**src/rtl/sdhci_obi_pkg.sv**
```systemverilog
// Shared types and constants for the SDHCI OBI register front end.
package sdhci_obi_pkg;

  localparam int unsigned ObiAddrWidth = 32;
  localparam int unsigned ObiDataWidth = 32;
  localparam int unsigned ObiBeWidth   = ObiDataWidth / 8;
  localparam int unsigned ObiIdWidth   = 4;
  localparam int unsigned RegIdxWidth  = 6;

  // Size of the decoded SDHCI register window
  localparam int unsigned SdhciRegSpaceBytes = 'h100;

  // SDHCI register byte offsets
  localparam logic [7:0] SdmaSysAddr         = 8'h00;
  localparam logic [7:0] BlockSizeCount      = 8'h04;
  localparam logic [7:0] Argument            = 8'h08;
  localparam logic [7:0] TransferModeCommand = 8'h0C;
  localparam logic [7:0] Response0           = 8'h10;
  localparam logic [7:0] Response1           = 8'h14;
  localparam logic [7:0] Response2           = 8'h18;
  localparam logic [7:0] Response3           = 8'h1C;
  localparam logic [7:0] BufferData          = 8'h20;
  localparam logic [7:0] PresentState        = 8'h24;
  localparam logic [7:0] HostPowerGapWakeup  = 8'h28;
  localparam logic [7:0] ClockControl        = 8'h2C;
  localparam logic [7:0] IntStatus           = 8'h30;
  localparam logic [7:0] IntStatusEnable     = 8'h34;
  localparam logic [7:0] IntSignalEnable     = 8'h38;
  localparam logic [7:0] AutoCmdErr          = 8'h3C;
  localparam logic [7:0] Capabilities        = 8'h40;
  localparam logic [7:0] HostControllerVer   = 8'hFC;

  // OBI A-channel payload
  typedef struct packed {
    logic [ObiAddrWidth-1:0] addr;
    logic                    we;
    logic [ObiBeWidth-1:0]   be;
    logic [ObiDataWidth-1:0] wdata;
    logic [ObiIdWidth-1:0]   aid;
  } sdhci_obi_a_chan_t;

  // OBI request bundle
  typedef struct packed {
    logic              req;
    sdhci_obi_a_chan_t a;
  } sdhci_obi_req_t;

  // OBI R-channel payload
  typedef struct packed {
    logic [ObiDataWidth-1:0] rdata;
    logic                    err;
    logic [ObiIdWidth-1:0]   rid;
  } sdhci_obi_r_chan_t;

  // OBI response bundle
  typedef struct packed {
    logic              gnt;
    logic              rvalid;
    sdhci_obi_r_chan_t r;
  } sdhci_obi_rsp_t;

  // Response channel state
  typedef enum logic {
    RSP_IDLE  = 1'b0,
    RSP_VALID = 1'b1
  } rsp_state_e;

endpackage : sdhci_obi_pkg

```
**src/rtl/sdhci_obi_reg_adapter.sv**
```systemverilog
// OBI subordinate that turns bus requests into single-cycle register-file
// accesses, with a one-cycle registered response and a bounded stall timer.
module sdhci_obi_reg_adapter
  import sdhci_obi_pkg::*;
#(
  parameter type         obi_req_t    = sdhci_obi_req_t,
  parameter type         obi_rsp_t    = sdhci_obi_rsp_t,
  parameter int unsigned StallTimeout = 64
) (
  input  logic                    clk_i,
  input  logic                    rst_i,
  input  obi_req_t                obi_req_i,
  output obi_rsp_t                obi_rsp_o,
  output logic                    reg_valid_o,
  input  logic                    reg_ready_i,
  output logic                    reg_we_o,
  output logic [RegIdxWidth-1:0]  reg_addr_o,
  output logic [ObiBeWidth-1:0]   reg_be_o,
  output logic [ObiDataWidth-1:0] reg_wdata_o,
  input  logic [ObiDataWidth-1:0] reg_rdata_i,
  output logic                    timeout_o
);

  // A zero timeout still needs a legal one-bit counter
  localparam int unsigned CntWidth = (StallTimeout > 0) ? $clog2(StallTimeout + 1) : 1;
  localparam int unsigned IdWidth  = $bits(obi_req_i.a.aid);
  localparam logic [CntWidth-1:0] CntLimit = CntWidth'(StallTimeout);

  rsp_state_e              r_state;
  logic [CntWidth-1:0]     r_cnt;
  logic [ObiDataWidth-1:0] r_rdata;
  logic                    r_err;
  logic [IdWidth-1:0]      r_rid;
  logic                    r_timeout;

  logic w_req;
  logic w_mapped;
  logic w_timeout;
  logic w_valid;
  logic w_hs;
  logic w_gnt;
  logic w_unused;

  // Address byte offset within a word carries no meaning for word registers
  assign w_unused = ^obi_req_i.a.addr[1:0];

  // Request decode and grant generation, all combinational from the bus
  assign w_req     = obi_req_i.req;
  assign w_mapped  = (obi_req_i.a.addr[ObiAddrWidth-1:8] == '0);
  assign w_timeout = (StallTimeout != 0) && w_req && w_mapped && (r_cnt == CntLimit);
  assign w_valid   = w_req && w_mapped && !w_timeout;
  assign w_hs      = w_valid && reg_ready_i;
  assign w_gnt     = w_hs || w_timeout || (w_req && !w_mapped);

  // Register-file side of the access is a straight pass-through
  assign reg_valid_o = w_valid;
  assign reg_we_o    = obi_req_i.a.we;
  assign reg_addr_o  = obi_req_i.a.addr[7:2];
  assign reg_be_o    = obi_req_i.a.be;
  assign reg_wdata_o = obi_req_i.a.wdata;
  assign timeout_o   = r_timeout;

  // Assemble the OBI response from the grant and the response registers
  always_comb begin
    obi_rsp_o         = '0;
    obi_rsp_o.gnt     = w_gnt;
    obi_rsp_o.rvalid  = (r_state == RSP_VALID);
    obi_rsp_o.r.rdata = r_rdata;
    obi_rsp_o.r.err   = r_err;
    obi_rsp_o.r.rid   = r_rid;
  end

  // Stall counter: counts back-pressured cycles, saturates at the limit
  always_ff @(posedge clk_i or posedge rst_i) begin
    if (rst_i) begin
      r_cnt <= '0;
    end else if (!w_req || w_gnt) begin
      r_cnt <= '0;
    end else if (w_mapped && !reg_ready_i && (r_cnt < CntLimit)) begin
      r_cnt <= r_cnt + CntWidth'(1);
    end
  end

  // Response state and payload, captured on every grant
  always_ff @(posedge clk_i or posedge rst_i) begin
    if (rst_i) begin
      r_state   <= RSP_IDLE;
      r_rdata   <= '0;
      r_err     <= 1'b0;
      r_rid     <= '0;
      r_timeout <= 1'b0;
    end else begin
      r_timeout <= w_timeout;
      if (w_gnt) begin
        r_state <= RSP_VALID;
        r_rdata <= (w_hs && !obi_req_i.a.we) ? reg_rdata_i : '0;
        r_err   <= !w_hs;
        r_rid   <= obi_req_i.a.aid;
      end else begin
        r_state <= RSP_IDLE;
      end
    end
  end

endmodule : sdhci_obi_reg_adapter

```
**config.mk**
```make
export PLATFORM = sky130hd
export DESIGN_NAME = sdhci_obi_reg_adapter
export DESIGN_NICKNAME = d
export VERILOG_FILES = /design/src/rtl/sdhci_obi_pkg.sv /design/src/rtl/sdhci_obi_reg_adapter.sv
export SDC_FILE = /design/constraint.sdc
export NUM_CORES = 1
export LEC_CHECK = 0
export ABC_AREA = 1
export BUFFER_PORTS_ARGS = -buffer_cell sky130_fd_sc_hd__buf_2
export CAP_MARGIN = 20
export CELL_PAD_IN_SITES_DETAIL_PLACEMENT = 0
export CELL_PAD_IN_SITES_GLOBAL_PLACEMENT = 1
export CORE_ASPECT_RATIO = 2
export CORE_MARGIN = 2
export CORE_UTILIZATION = 27
export CTS_CLUSTER_DIAMETER = 120
export CTS_CLUSTER_SIZE = 14
export DETAILED_ROUTE_END_ITERATION = 8
export PLACE_DENSITY = 0.81
export SLEW_MARGIN = 20
export SYNTH_ARGS = -nofsm -noshare
export SYNTH_HDL_FRONTEND = slang
export SYNTH_SLANG_ARGS = --single-unit
```
**constraint.sdc**
```tcl
create_clock -name clk_i -period 2.04 [get_ports clk_i]
set_input_delay 0.204 -clock clk_i [delete_from_list [all_inputs] [get_ports clk_i]]
set_output_delay 0.204 -clock clk_i [all_outputs]
set_load 0.02 [all_outputs]
```
# --- Word-level counts from Yosys, hierarchy flattened ---
# Index checks and enable logic that the tools add are counted.
op_classes:
  n_reduce_logical: 19
  n_mux: 4
  n_eq_ne: 1
  addsub: 1
  n_lt_le_gt_ge: 1
op_table:
  columns: ["op", "n"]
  rows:
  - ["32-bit 2-to-1 mux", 1]
  - ["24-bit zero test", 1]
  - ["7-bit 2-to-1 mux", 2]
  - ["1-bit logical AND", 8]
  - ["7-bit by 1-bit adder with 7-bit output (second input constant)", 1]
  - ["7-bit equality test (second input constant)", 1]
  - ["7-bit less-than comparator (second input constant)", 1]
  - ["1-bit zero test", 6]
  - ["1-bit logical OR", 3]
  - ["2-bit nonzero test", 1]
  - ["1-bit 2-to-1 mux", 1]
word_totals:
  wordCells: 32
  out_inout_bits: 84
  input_bits: 109
  regBits: 46

# --- Depth between registers and ports, before layout ---
# Gate-level depths: netlist of run 1.
logic_depth:
  depth_word: 10
  ltp_mapped: 12
  mapped_depth_nobuf: 11

# --- Worst setup path after synthesis of run 1 ---
# No wires, ideal clock.
synth_timing:
  path_type: "flip-flop to flip-flop"
  from: "register r_cnt[1]"
  to: "register r_rdata[0]"
  setup_time_ns: 0.119
  path_buffers: 1
  arrival_time_ns: 1.347
  required_time_ns: 1.921
  path_stages_with_launch: 13
  setup_slack_ns: 0.574
  period_less_slack_ns: 1.466
  path_cell_list: "dfrtp_1 inv_1 ha_1 inv_1 nor2_1 nand2_2 nand2_2 nor2_4 nor2_8 inv_6 buf_12 nand2_2 nand2_1"
synth_via:
  elab_chain_len: 7
synth_rtl:
  columns: ["item", "line_no", "text"]
  rows:
  - ["start, declared", "sdhci_obi_reg_adapter.sv:30", "logic [CntWidth-1:0] r_cnt;"]
  - ["start signal, assigned", "sdhci_obi_reg_adapter.sv:80", "r_cnt <= r_cnt + CntWidth'(1);"]
  - ["7-bit equality test (*)", "sdhci_obi_reg_adapter.sv:50", "assign w_timeout = (StallTimeout != 0) && w_req && w_mapped && (r_cnt == CntLimit);"]
  - ["1-bit logical AND (*)", "sdhci_obi_reg_adapter.sv:50", null]
  - ["1-bit zero test", "sdhci_obi_reg_adapter.sv:51", "assign w_valid = w_req && w_mapped && !w_timeout;"]
  - ["1-bit logical AND", "sdhci_obi_reg_adapter.sv:51", null]
  - ["1-bit logical AND", "sdhci_obi_reg_adapter.sv:52", "assign w_hs = w_valid && reg_ready_i;"]
  - ["1-bit logical OR (*) (2 in series)", "sdhci_obi_reg_adapter.sv:53", "assign w_gnt = w_hs || w_timeout || (w_req && !w_mapped);"]
  - ["net w_gnt", "sdhci_obi_reg_adapter.sv:41", "logic w_gnt;"]
  - ["end signal, assigned", "sdhci_obi_reg_adapter.sv:96", "r_rdata <= (w_hs && !obi_req_i.a.we) ? reg_rdata_i : '0;"]
  - ["end, declared", "sdhci_obi_reg_adapter.sv:31", "logic [ObiDataWidth-1:0] r_rdata;"]
# The timed path passes the listed nets; every way through them passes the cells marked *.
# A chain may end at the register's enable or synchronous reset.

==> results.tsv, run 1 <==
stage	metric	value	unit
outcome	status	completed	
critical_path	cp_cell_sequence	inv_1, ha_1, inv_1, nor2_1, nand2_2, nand2_2, nor2_4, nor2_8, buf_2	
floorplanning	core_area	0.009012	sq mm
critical_path	path_class	reg -> out	
routing	wl_per_cell	14.12	microns
grt	antenna_found_initial	0	
synth	synth.cell_area	0.002500	sq mm
synth	ys.flop_type	dfrtp_1	
grt	grt_pass1_wl	10.05	mm
routing	dr.pass1.iters	4	
floorplanning	die_height	140.1	microns
routing	drt_iter0_drc	50	
grt	gr-total-overflow	0	
synth	post-synth-top-count-cell	nand2_1	
critical_path	crit_buf_inv	3	
critical_path	slowest_delay	420	ps
synth	synth_area_leader_cell	dfrtp_1	
synth	netlist_top_cells_count	nand2_1 (71), buf_4 (47), dfrtp_1 (46), nand4_1 (33), nor2_1 (26)	
synth	syn-num-nets	398	
final_layout	drive_gt1_frac	0.4241	
sta	fin_skew	9.571	ps
clocking	post_cts_resized	0	
routing	ant_nets	0	
grt	grt_max_degree	37	
sta	post-route-period-util	0.9116	
floorplanning	rows	49	
min_path	hold_path.class	in -> reg	
routing	avgViaCountPerCell	4.570	
final_layout	num_antenna_cells	0	
place	gp_congestion	0.7914	
clocking	cts_setup_buffers	0	
sta	maxSlewViolCount	0	
critical_path	endpoint_kind	primary output	
synth	ys_ff_latch	46	
clocking	postCtsHoldBufs	1	
flow_run	drv_cap	0	
floorplanning	die_area	0.01009	sq mm
critical_path	critical-path-top-delay-family	simple AND/OR/NAND/NOR gates	
clocking	cts_root_buffer	clkbuf_16	
final_layout	syn_to_final_growth	17.57	%
critical_path	crit_slowest_cell	dfrtp_1	
sta	worst_pin_slew	467.5	ps
synth	synth_top_area_frac	0.4605	
floorplanning	initial_core_util	0.2774	
sta	rsz0062_at_grt	no	
synth	syn_area_per_cell	8.710	sq um
routing	drc	0	
sta	worst_slew_margin_rel	0.6879	
grt	track_usage	0.1285	
pwr	peakVddDrop	0.0004739	V
clocking	cts.path.max_buffers	2	
routing	vias	2061	
sta	fin_hold_ws	108.5	ps
place	dp_hpwl	4.796	mm
synth	async_flop_share	1.000	
clocking	cts_buffers	5	
synth	ys_types	26	
sta	timing.final.crit_period	1860	ps
routing	routed_wl	6.369	mm
pwr	p_per_area	690.5	mW/mm^2
clocking	worstSkewPairLatency	290	ps
clocking	h-tree-depth	2	
critical_path	critical_path.max_fanout	8	
synth	yosysWarnings	0	
synth	synthCells	287	
final_layout	fin_cells	451	
sta	hold_violations	0	
final_layout	final_util	0.3261	
floorplanning	ios	193	
synth	yosysSeqAreaShare	0.4605	
place	numPortBuffers	106	
final_layout	fin_area	0.002939	sq mm
sta	timing.fmax	0.5378	GHz
critical_path	crit_arrival	1660	ps
sta	setup_tns	0	ps
clocking	cts.clk_slew.worst_paths	70	ps
clocking	cts_sinks	46	
grt	first_global_vias	1992	
place	placed_cell_area	0.002763	sq mm
synth	synth_edf_count	0	
clocking	cts_tree	done	
critical_path	startpoint_type	register	
synth	ys_top_cells_by_area	dfrtp_1 (46%), buf_4 (14%), nand2_1 (11%), nand4_1 (8.3%), nand2_2 (5.5%)	
floorplanning	die_w	72.04	microns
pwr	leakagePower	1.674	nW
critical_path	cp.required	1840	ps
place	placedCellCount	442	
sta	setup_violations	0	
final_layout	nets	459	
[state kept, by name, summed over array words and instances (netlist names)]
register	cells
timeout_o	1
r_err	1
r_rid	4
r_state	1
r_cnt	7
r_rdata	32
[kinds of logic (layout without fill, tap and decap cells)]
group / Yosys count / in the layout / synth area share
and+or+nand+nor: 161 / 161 / 0.3133
buffers and inverters: 71 / 133 / 0.1962
DFF: 46 / 46 / 0.4605
AOI/OAI and AO/OA: 4 / 4 / 0.009512
xor gates and xnor gates: 3 / 3 / 0.01051
adders and majority gates: 2 / 2 / 0.01001
[worst paths after layout]
check | start | to | slack [ps] | depth (start not counted)
worst max-delay path | r_cnt[1] | obi_rsp_o[38] | 180 | 9
worst min register to register | r_rdata[22] | r_rdata[22] | 470 | 2
min in group asynchronous | rst_i | timeout_o | 470 | 3
worst min-delay path | obi_req_i[3] | r_rid[3] | 110 | 3
max in group asynchronous | rst_i | r_rdata[22] | 990 | 4
worst max register to register | r_cnt[1] | r_rdata[18] | 370 | 11
[layer usage]
layer / up-vias / GRT usage / share of wire
met5: - / 0 / 0
met4: 0 / 0.1013 / 0.073
met3: 52 / 0.02014 / 0.070
met2: 89 / 0.2178 / 0.49
met1: 928 / 0.1372 / 0.37
li1: 992 / - / -
[cells in the final DEF (no fill, tap or decap)]
cell type / n
nand3_1: 2
bufinv_16: 1
clkinvlp_4: 1
buf_4: 6
nand2_1: 71
o21a_1: 1
ha_1: 2
a31oi_1: 1
clkbuf_1: 1
buf_2: 106
nand4_1: 33
clkbuf_16: 5
dfrtp_1: 46
nor3_1: 2
xor2_1: 2
dlygate4sd3_1: 1
nor2_8: 1
a21oi_1: 2
nand2_2: 22
nor2_4: 2
nor2_2: 1
xnor2_1: 1
or2_1: 1
inv_1: 9
nor2_1: 26
inv_2: 2
inv_6: 1
[stage by stage]
stage,total power [mW],setup slack [ps]
finish,2.029,180.4
global route,2.117,56.48
CTS,2.066,152.5
detailed placement,1.119,361.9
global placement,1.117,408.8
floorplan,1.155,574.0
[area by class of cell]
| type | instances | area [sq um] |
|---|---|---|
| Fill cell | 966 | 6073 |
| Inverter | 12 | 50.05 |
| Sequential cell | 46 | 1151 |
| Timing Repair Buffer | 113 | 585.6 |
| Clock buffer | 6 | 128.9 |
| Clock inverter | 2 | 37.54 |
| Tap cell | 102 | 127.6 |
| Multi-Input combinational cell | 170 | 858.3 |
[where the power goes]
group          leakage (nW)  switching (mW)  total, mW  internal [mW]
logic                 0.969           0.104      0.173         0.0685
clock network        0.0771           0.353      0.932          0.579
registers             0.628         0.00492      0.925          0.920
[worst register-to-register path: stages, from the launching register on]
cell and delay (ps):
dfrtp_1 410, inv_1 60, ha_1 170, inv_1 50
nor2_1 40, nand2_2 80, nand2_2 60, nor2_4 170
nor2_8 70, inv_6 270, nand2_1 130, nand2_1 80
Power figures use the tool's default switching activity.
==> run 2: changes to the inputs <==
--- a/config.mk
+++ b/config.mk
@@ -17,6 +17,7 @@
 export CTS_CLUSTER_SIZE = 14
 export DETAILED_ROUTE_END_ITERATION = 8
 export PLACE_DENSITY = 0.81
+export REMOVE_ABC_BUFFERS = 1
 export SLEW_MARGIN = 20
 export SYNTH_ARGS = -nofsm -noshare
 export SYNTH_HDL_FRONTEND = slang
==> run 2 against run 1 <==
Effect of this change: power grew 6.9%; critical path type unchanged; worst setup slack lost 20 ps; worst hold slack lost 88 ps; final area grew 0.94%; critical endpoint is now reg_valid_o; sequential share of layout area shrank 0.36 points; non-clock buffer count is the same; register-to-register slack is essentially flat; via count grew 0.82%; largest power group unchanged; largest cell class unchanged.
==> results.tsv, run 2 (synthesis results as in run 1) <==
stage	metric	value	unit	change
outcome	status	completed		unchanged
sta	setup_violations	0		unchanged
sta	post-route-period-util	0.9212		was 0.9116
critical_path	path_class	reg -> out		unchanged
floorplanning	die_area	0.01009	sq mm	unchanged
sta	maxSlewViolCount	0		unchanged
critical_path	crit_end	reg_valid_o		was obi_rsp_o[38]
place	placed_cell_area	0.002770	sq mm	was 0.002763 sq mm
floorplanning	ios	193		unchanged
sta	timing.fmax	0.5321	GHz	was 0.5378 GHz
final_layout	layout_commonest_cell	buf_2		unchanged
routing	wl_per_cell	18.52	microns	was 14.12 microns
clocking	h-tree-depth	2		unchanged
routing	routed_wl	8.373	mm	was 6.369 mm
floorplanning	rows	49		unchanged
grt	grt_pass1_wl	12.02	mm	was 10.05 mm
grt	first_global_vias	2021		was 1992
min_path	hold_path.class	in -> async		was in -> reg
flow_run	drv_cap	0		unchanged
critical_path	timing.rr.end	r_rdata[5]		was r_rdata[18]
sta	fin_skew	7.061	ps	was 9.571 ps
final_layout	largest_register	r_rdata		unchanged
critical_path	crit_arrival	1680	ps	was 1660 ps
final_layout	seqCellArea	0.001151	sq mm	unchanged
place	gp_congestion	0.8123		was 0.7914
routing	avgViaCountPerCell	4.597		was 4.570
sta	setup_tns	0	ps	unchanged
final_layout	top_regs	r_rdata (32), r_cnt (7), r_rid (4)		unchanged
critical_path	critical_path.max_fanout	9		was 8
critical_path	crit_start	r_cnt[0]		was r_cnt[1]
final_layout	fin_area	0.002967	sq mm	was 0.002939 sq mm
floorplanning	initial_core_util	0.2774		unchanged
clocking	cts.clk_slew.worst_paths	70	ps	about the same
critical_path	endpoint_kind	primary output		unchanged
floorplanning	die_w	72.04	microns	unchanged
sta	timing.final.crit_period	1879	ps	was 1860 ps
routing	ant_nets	0		unchanged
clocking	cts.path.max_buffers	2		unchanged
critical_path	r2r_setup_slack	380	ps	was 370 ps
final_layout	drive_gt1_frac	0.4298		was 0.4241
grt	grt_max_degree	37		unchanged
critical_path	rr_worst_depth	11		unchanged
pwr	leakagePower	1.692	nW	was 1.674 nW
floorplanning	core_area	0.009012	sq mm	unchanged
final_layout	nets	459		unchanged
clocking	postCtsHoldBufs	0		was 1
sta	worst_pin_slew	714.9	ps	was 467.5 ps
final_layout	fill_cells	950		was 966
grt	gr-total-overflow	0		unchanged
clocking	post_cts_resized	0		unchanged
clocking	cts_sinks	46		unchanged
critical_path	startpoint_type	register		unchanged
routing	drc	0		unchanged
final_layout	multi_input_area	858.3	sq um	unchanged
sta	rsz0062_at_grt	no		unchanged
place	dp_hpwl	6.668	mm	was 4.796 mm
sta	worst_slew_margin_rel	0.5227		was 0.6879
final_layout	syn_to_final_growth	18.67	%	was 17.57%
routing	vias	2078		was 2061
final_layout	largest_register_ffs	32		unchanged
pwr	peakVddDrop	0.0003723	V	was 0.0004739 V
place	numPortBuffers	106		unchanged
floorplanning	die_height	140.1	microns	unchanged
routing	drt_iter0_drc	56		was 50
clocking	worstSkewPairLatency	300	ps	was 290 ps
clocking	cts_root_buffer	clkbuf_16		unchanged
critical_path	cp.required	1840	ps	about the same
critical_path	reg2reg_from	r_cnt[0]		was r_cnt[1]
clocking	cts_buffers	5		unchanged
sta	hold_violations	0		unchanged
routing	dr.pass1.iters	4		unchanged
clocking	cts_tree	done		unchanged
grt	track_usage	0.1646		was 0.1285
pwr	p_per_area	731.4	mW/mm^2	was 690.5 mW/mm^2
grt	antenna_found_initial	1		was 0
final_layout	layout_common_cells	buf_2 (106), nand2_1 (71), dfrtp_1 (46)		unchanged
sta	fin_hold_ws	20.03	ps	was 108.5 ps
clocking	cts_setup_buffers	0		unchanged
[run 2: cell count changes in the layout (fill, tap and decap cells not counted)]
cell,change
buf_4,+1
bufinv_16,+1
clkbuf_1,-1
clkinv_4,+1
clkinvlp_4,-1
diode_2,+1
dlygate4sd3_1,-1
[run 2: worst min-delay path by stage]
stage          slack (ps)  cells past startpoint         to    startpoint
3_5_place_dp          370                      2  timeout_o         rst_i
2_1_floorplan         320                      2   r_rid[0]  obi_req_i[0]
5_1_grt                70                      2  timeout_o         rst_i
3_3_place_gp          350                      2  timeout_o         rst_i
6_report               20                      2  timeout_o         rst_i
4_1_cts                40                      2  timeout_o         rst_i
[run 2: per-layer routing]
layer	up-vias	wire length, microns	GRT usage
li1	994	-	-
met1	938	2646	0.1498
met2	135	4088	0.2749
met3	9	1490	0.1317
met4	2	97	0.04171
met5	-	50	0.03704
[run 2: through the flow]
step	total power, mW	cells	worst slack (ps)	utilization
after global routing	2.250	451	35.90	0.3289
final	2.170	452	160.7	0.3292
after global placement	1.114	443	392.3	0.3074
after detailed placement	1.118	443	342.4	0.3074
after CTS	2.203	451	106.3	0.3289
after floorplan	1.008	228	420.2	-
[run 2: power breakdown]
group          leakage (nW)  switching [mW]  internal (mW)
combinational         0.970           0.105         0.0672
clock                0.0940           0.369          0.704
sequential            0.628         0.00462          0.920
total                  1.69           0.478           1.69
[run 2: area by class of cell]
class,count,share of cell area
Tap cell,102,0.04302
Multi-Input combinational cell,170,0.2893
Antenna cell,1,0.0008435
Clock buffer,5,0.04218
Clock inverter,3,0.02320
Sequential cell,46,0.3880
Inverter,12,0.01687
Timing Repair Buffer,113,0.1965
[run 2: worst max-delay path, cell delays in order (launching register included)]
cell and delay, ps:
dfrtp_1 380, inv_1 70, ha_1 200, inv_1 50
nor2_1 40, nand2_2 80, inv_1 70, nor2_4 260
buf_2 230
==> run 3: changes to the inputs <==
--- a/config.mk
+++ b/config.mk
@@ -5,18 +5,17 @@
 export SDC_FILE = /design/constraint.sdc
 export NUM_CORES = 1
 export LEC_CHECK = 0
-export ABC_AREA = 1
 export BUFFER_PORTS_ARGS = -buffer_cell sky130_fd_sc_hd__buf_2
 export CAP_MARGIN = 20
 export CELL_PAD_IN_SITES_DETAIL_PLACEMENT = 0
 export CELL_PAD_IN_SITES_GLOBAL_PLACEMENT = 1
 export CORE_ASPECT_RATIO = 2
 export CORE_MARGIN = 2
-export CORE_UTILIZATION = 27
-export CTS_CLUSTER_DIAMETER = 120
+export CORE_UTILIZATION = 26
+export CTS_CLUSTER_DIAMETER = 50
 export CTS_CLUSTER_SIZE = 14
 export DETAILED_ROUTE_END_ITERATION = 8
-export PLACE_DENSITY = 0.81
+export PLACE_DENSITY = 0.79
 export REMOVE_ABC_BUFFERS = 1
 export SLEW_MARGIN = 20
 export SYNTH_ARGS = -nofsm -noshare
==> run 3 against run 2 <==
Effect of this change: worst setup slack worse by 87 ps; sequential share of layout area up 1.4 points; power down 0.71%; critical path type unchanged; highest routed layer is now met4.
==> results.tsv, run 3 <==
stage	metric	value	unit	change
routing	routed_wl	7.613	mm	was 8.373 mm
clocking	h-tree-depth	2		unchanged
sta	timing.fmax	0.5085	GHz	was 0.5321 GHz
floorplanning	initial_core_util	0.2672		was 0.2774
synth	yosysWarnings	0		unchanged
routing	wl_per_cell	21.32	microns	was 18.52 microns
synth	ys_top_cells_by_area	dfrtp_1 (52%), buf_4 (16%), a22o_1 (12%), nor4_1 (3.7%), mux2_2 (2.0%)		was dfrtp_1 (46%), buf_4 (14%), nand2_1 (11%), nand4_1 (8.3%), nand2_2 (5.5%)
synth	ys.flop_type	dfrtp_1		unchanged
synth	yosysSeqAreaShare	0.5195		was 0.4605
clocking	cts_tree	done		unchanged
pwr	leakagePower	1.511	nW	was 1.692 nW
clocking	cts_sinks	46		unchanged
pwr	clockPowerShare	0.494		was 0.495
synth	synthCells	183		was 287
synth	netlist_top_cells_count	buf_4 (46), dfrtp_1 (46), a22o_1 (31), nor4_1 (13)		was nand2_1 (71), buf_4 (47), dfrtp_1 (46), nand4_1 (33), nor2_1 (26)
sta	worst_slew_margin_rel	0.7167		was 0.5227
critical_path	critical_path.max_fanout	4		was 9
synth	synth.cell_area	0.002216	sq mm	was 0.002500 sq mm
pwr	seq_power_share	0.430		was 0.426
grt	gr-total-overflow	0		unchanged
synth	ys_ff_latch	46		unchanged
final_layout	syn_to_final_growth	29.08	%	was 18.67%
final_layout	drive_gt1_frac	0.5521		was 0.4298
flow_run	drv_cap	0		unchanged
final_layout	final_util	0.3450		was 0.3292
routing	vias	1746		was 2078
synth	synth_top_area_frac	0.5195		was 0.4605
final_layout	layout_commonest_cell	buf_2		unchanged
place	place_ws	77.37	ps	was 342.4 ps
pwr	swShare	0.2085		was 0.2205
critical_path	cp.required	1840	ps	about the same
final_layout	largest_register	r_rdata		unchanged
final_layout	largest_register_ffs	32		unchanged
sta	post-route-period-util	0.9640		was 0.9212
critical_path	slowest_delay	440	ps	was 380 ps
critical_path	crit_arrival	1760	ps	was 1680 ps
critical_path	crit_slowest_cell	or3_4		was dfrtp_1
sta	setup_violations	0		unchanged
critical_path	endpoint_kind	primary output		unchanged
synth	syn_area_per_cell	12.11	sq um	was 8.710 sq um
routing	drt_iter0_drc	82		was 56
final_layout	num_antenna_cells	0		was 1
clocking	cts.path.max_buffers	2		unchanged
routing	avgViaCountPerCell	4.891		was 4.597
pwr	peakVddDrop	0.0003863	V	was 0.0003723 V
final_layout	top_regs	r_rdata (32), r_cnt (7), r_rid (4)		unchanged
sta	timing.final.crit_period	1967	ps	was 1879 ps
final_layout	nets	369		was 459
final_layout	layout_common_cells	buf_2 (104), dfrtp_1 (46), a22o_1 (31)		was buf_2 (106), nand2_1 (71), dfrtp_1 (46)
grt	antenna_found_initial	0		was 1
sta	worst_pin_slew	424.4	ps	was 714.9 ps
place	gp_congestion	0.8097		was 0.8123
synth	ys_types	28		was 26
pwr	internal_power	1.705	mW	was 1.691 mW
floorplanning	ios	193		unchanged
grt	track_usage	0.1628		was 0.1646
pwr	comb_power_share	0.076		was 0.079
clocking	cts.clk_slew.worst_paths	70	ps	about the same
floorplanning	die_w	69.28	microns	was 72.04 microns
clocking	worstSkewPairLatency	290	ps	was 300 ps
grt	grt_pass1_wl	11.26	mm	was 12.02 mm
final_layout	fin_cells	357		was 452
grt	grt_max_degree	30		was 37
outcome	status	completed		unchanged
place	numPortBuffers	106		unchanged
critical_path	cp_cell_sequence	inv_1, ha_1, nand4bb_1, nor3_4, or3_4, nor2_4, buf_6		was inv_1, ha_1, inv_1, nor2_1, nand2_2, inv_1, nor2_4, buf_2
sta	setup_slack	73.34	ps	was 160.7 ps
pwr	p_per_area	753.3	mW/mm^2	was 731.4 mW/mm^2
sta	fin_skew	5.671	ps	was 7.061 ps
clocking	cts_buffers	5		unchanged
routing	dr.pass1.iters	4		unchanged
min_path	hold_path.class	in -> reg		was in -> async
final_layout	fin_area	0.002860	sq mm	was 0.002967 sq mm
pwr	switching_power	0.4493	mW	was 0.4785 mW
synth	synth_area_leader_cell	dfrtp_1		unchanged
floorplanning	rows	47		was 49
sta	hold_violations	0		unchanged
place	placedCellCount	345		was 443
routing	drc	0		unchanged
critical_path	startpoint_type	register		unchanged
clocking	cts_root_buffer	clkbuf_16		unchanged
critical_path	path_class	reg -> out		unchanged
floorplanning	die_area	0.009322	sq mm	was 0.01009 sq mm
floorplanning	core_area	0.008292	sq mm	was 0.009012 sq mm
routing	ant_nets	0		unchanged
sta	maxSlewViolCount	0		unchanged
floorplanning	die_height	134.6	microns	was 140.1 microns
place	placed_cell_area	0.002595	sq mm	was 0.002770 sq mm
grt	first_global_vias	1810		was 2021
synth	async_flop_share	1.000		unchanged
synth	synth_edf_count	0		unchanged
place	dp_hpwl	6.269	mm	was 6.668 mm
-- run 3: cell families (layout without fill, tap and decap cells) --
group / after synthesis / in the layout / share of synthesized area
AND/OR/NAND/NOR: 30 / 30 / 0.08809
adder cells (fa/ha/maj): 2 / 2 / 0.01129
multiplexers: 5 / 5 / 0.02484
XOR/XNOR: 5 / 5 / 0.01976
AO/OA/AOI/OAI: 35 / 35 / 0.1468
buffers and inverters: 60 / 136 / 0.1897
flip-flops: 46 / 46 / 0.5195
-- run 3: through the flow --
stage / hold WS [ps] / total power, mW / setup TNS (ps)
floorplan: 274.8 / 0.9969 / -19810
global placement: 230.5 / 1.101 / 0
detailed placement: 233.1 / 1.105 / 0
CTS: 113.0 / 2.199 / 0
global route: 124.9 / 2.247 / -15.31
finish: 127.0 / 2.154 / 0
-- run 3: layer usage --
layer,GRT usage,wire length (microns),share of wire,vias to the layer above
li1,-,-,-,761
met1,0.1576,2408,0.32,826
met2,0.2463,3595,0.47,145
met3,0.1373,1410,0.19,14
met4,0.06536,199,0.026,0
met5,0.04444,0,0,-
-- run 3: worst paths after layout --
kind,from,endpoint,slack [ps],cells past startpoint
worst max register to register,r_cnt[0],r_rdata[31],110,9
max in group asynchronous,rst_i,r_rdata[16],1080,4
worst min-delay path,reg_rdata_i[26],r_rdata[26],130,2
min in group asynchronous,rst_i,r_rdata[3],460,3
worst max-delay path,r_cnt[0],reg_valid_o,70,7
worst min register to register,r_rid[0],r_rid[0],500,1
-- run 3: layout make-up --
| type | instances | area (sq um) |
|---|---|---|
| Multi-Input combinational cell | 77 | 675.6 |
| Inverter | 6 | 22.52 |
| Sequential cell | 46 | 1151 |
| Tap cell | 98 | 122.6 |
| Timing Repair Buffer | 122 | 694.4 |
| Fill cell | 829 | 5431 |
| Clock buffer | 5 | 125.1 |
| Clock inverter | 3 | 68.82 |
-- run 3: worst max-delay path: cells and delay by family (launching register included) --
kind	cells	cell delay, ps
buffers and inverters	2	170
and+or+nand+nor	4	770
DFF	1	350
adders and majority gates	1	180
-- run 3: power groups by stage --
stage | Combinational [mW] | Sequential, mW | Clock (mW)
final | 0.165 | 0.926 | 1.06
after floorplan | 0.0400 | 0.957 | 0
after detailed placement | 0.161 | 0.943 | 0
after CTS | 0.168 | 0.926 | 1.11
after global placement | 0.158 | 0.943 | 0
after global routing | 0.181 | 0.927 | 1.14
-- run 3: timing repair --
item                       4_1_cts  5_1_grt
buffers inserted                 3        1
cloned                           0        0
pin swaps                        2        2
setup endpoints to repair        2       13
resized for setup                6        5
hold endpoints to repair        17        0
hold buffers                     1        0
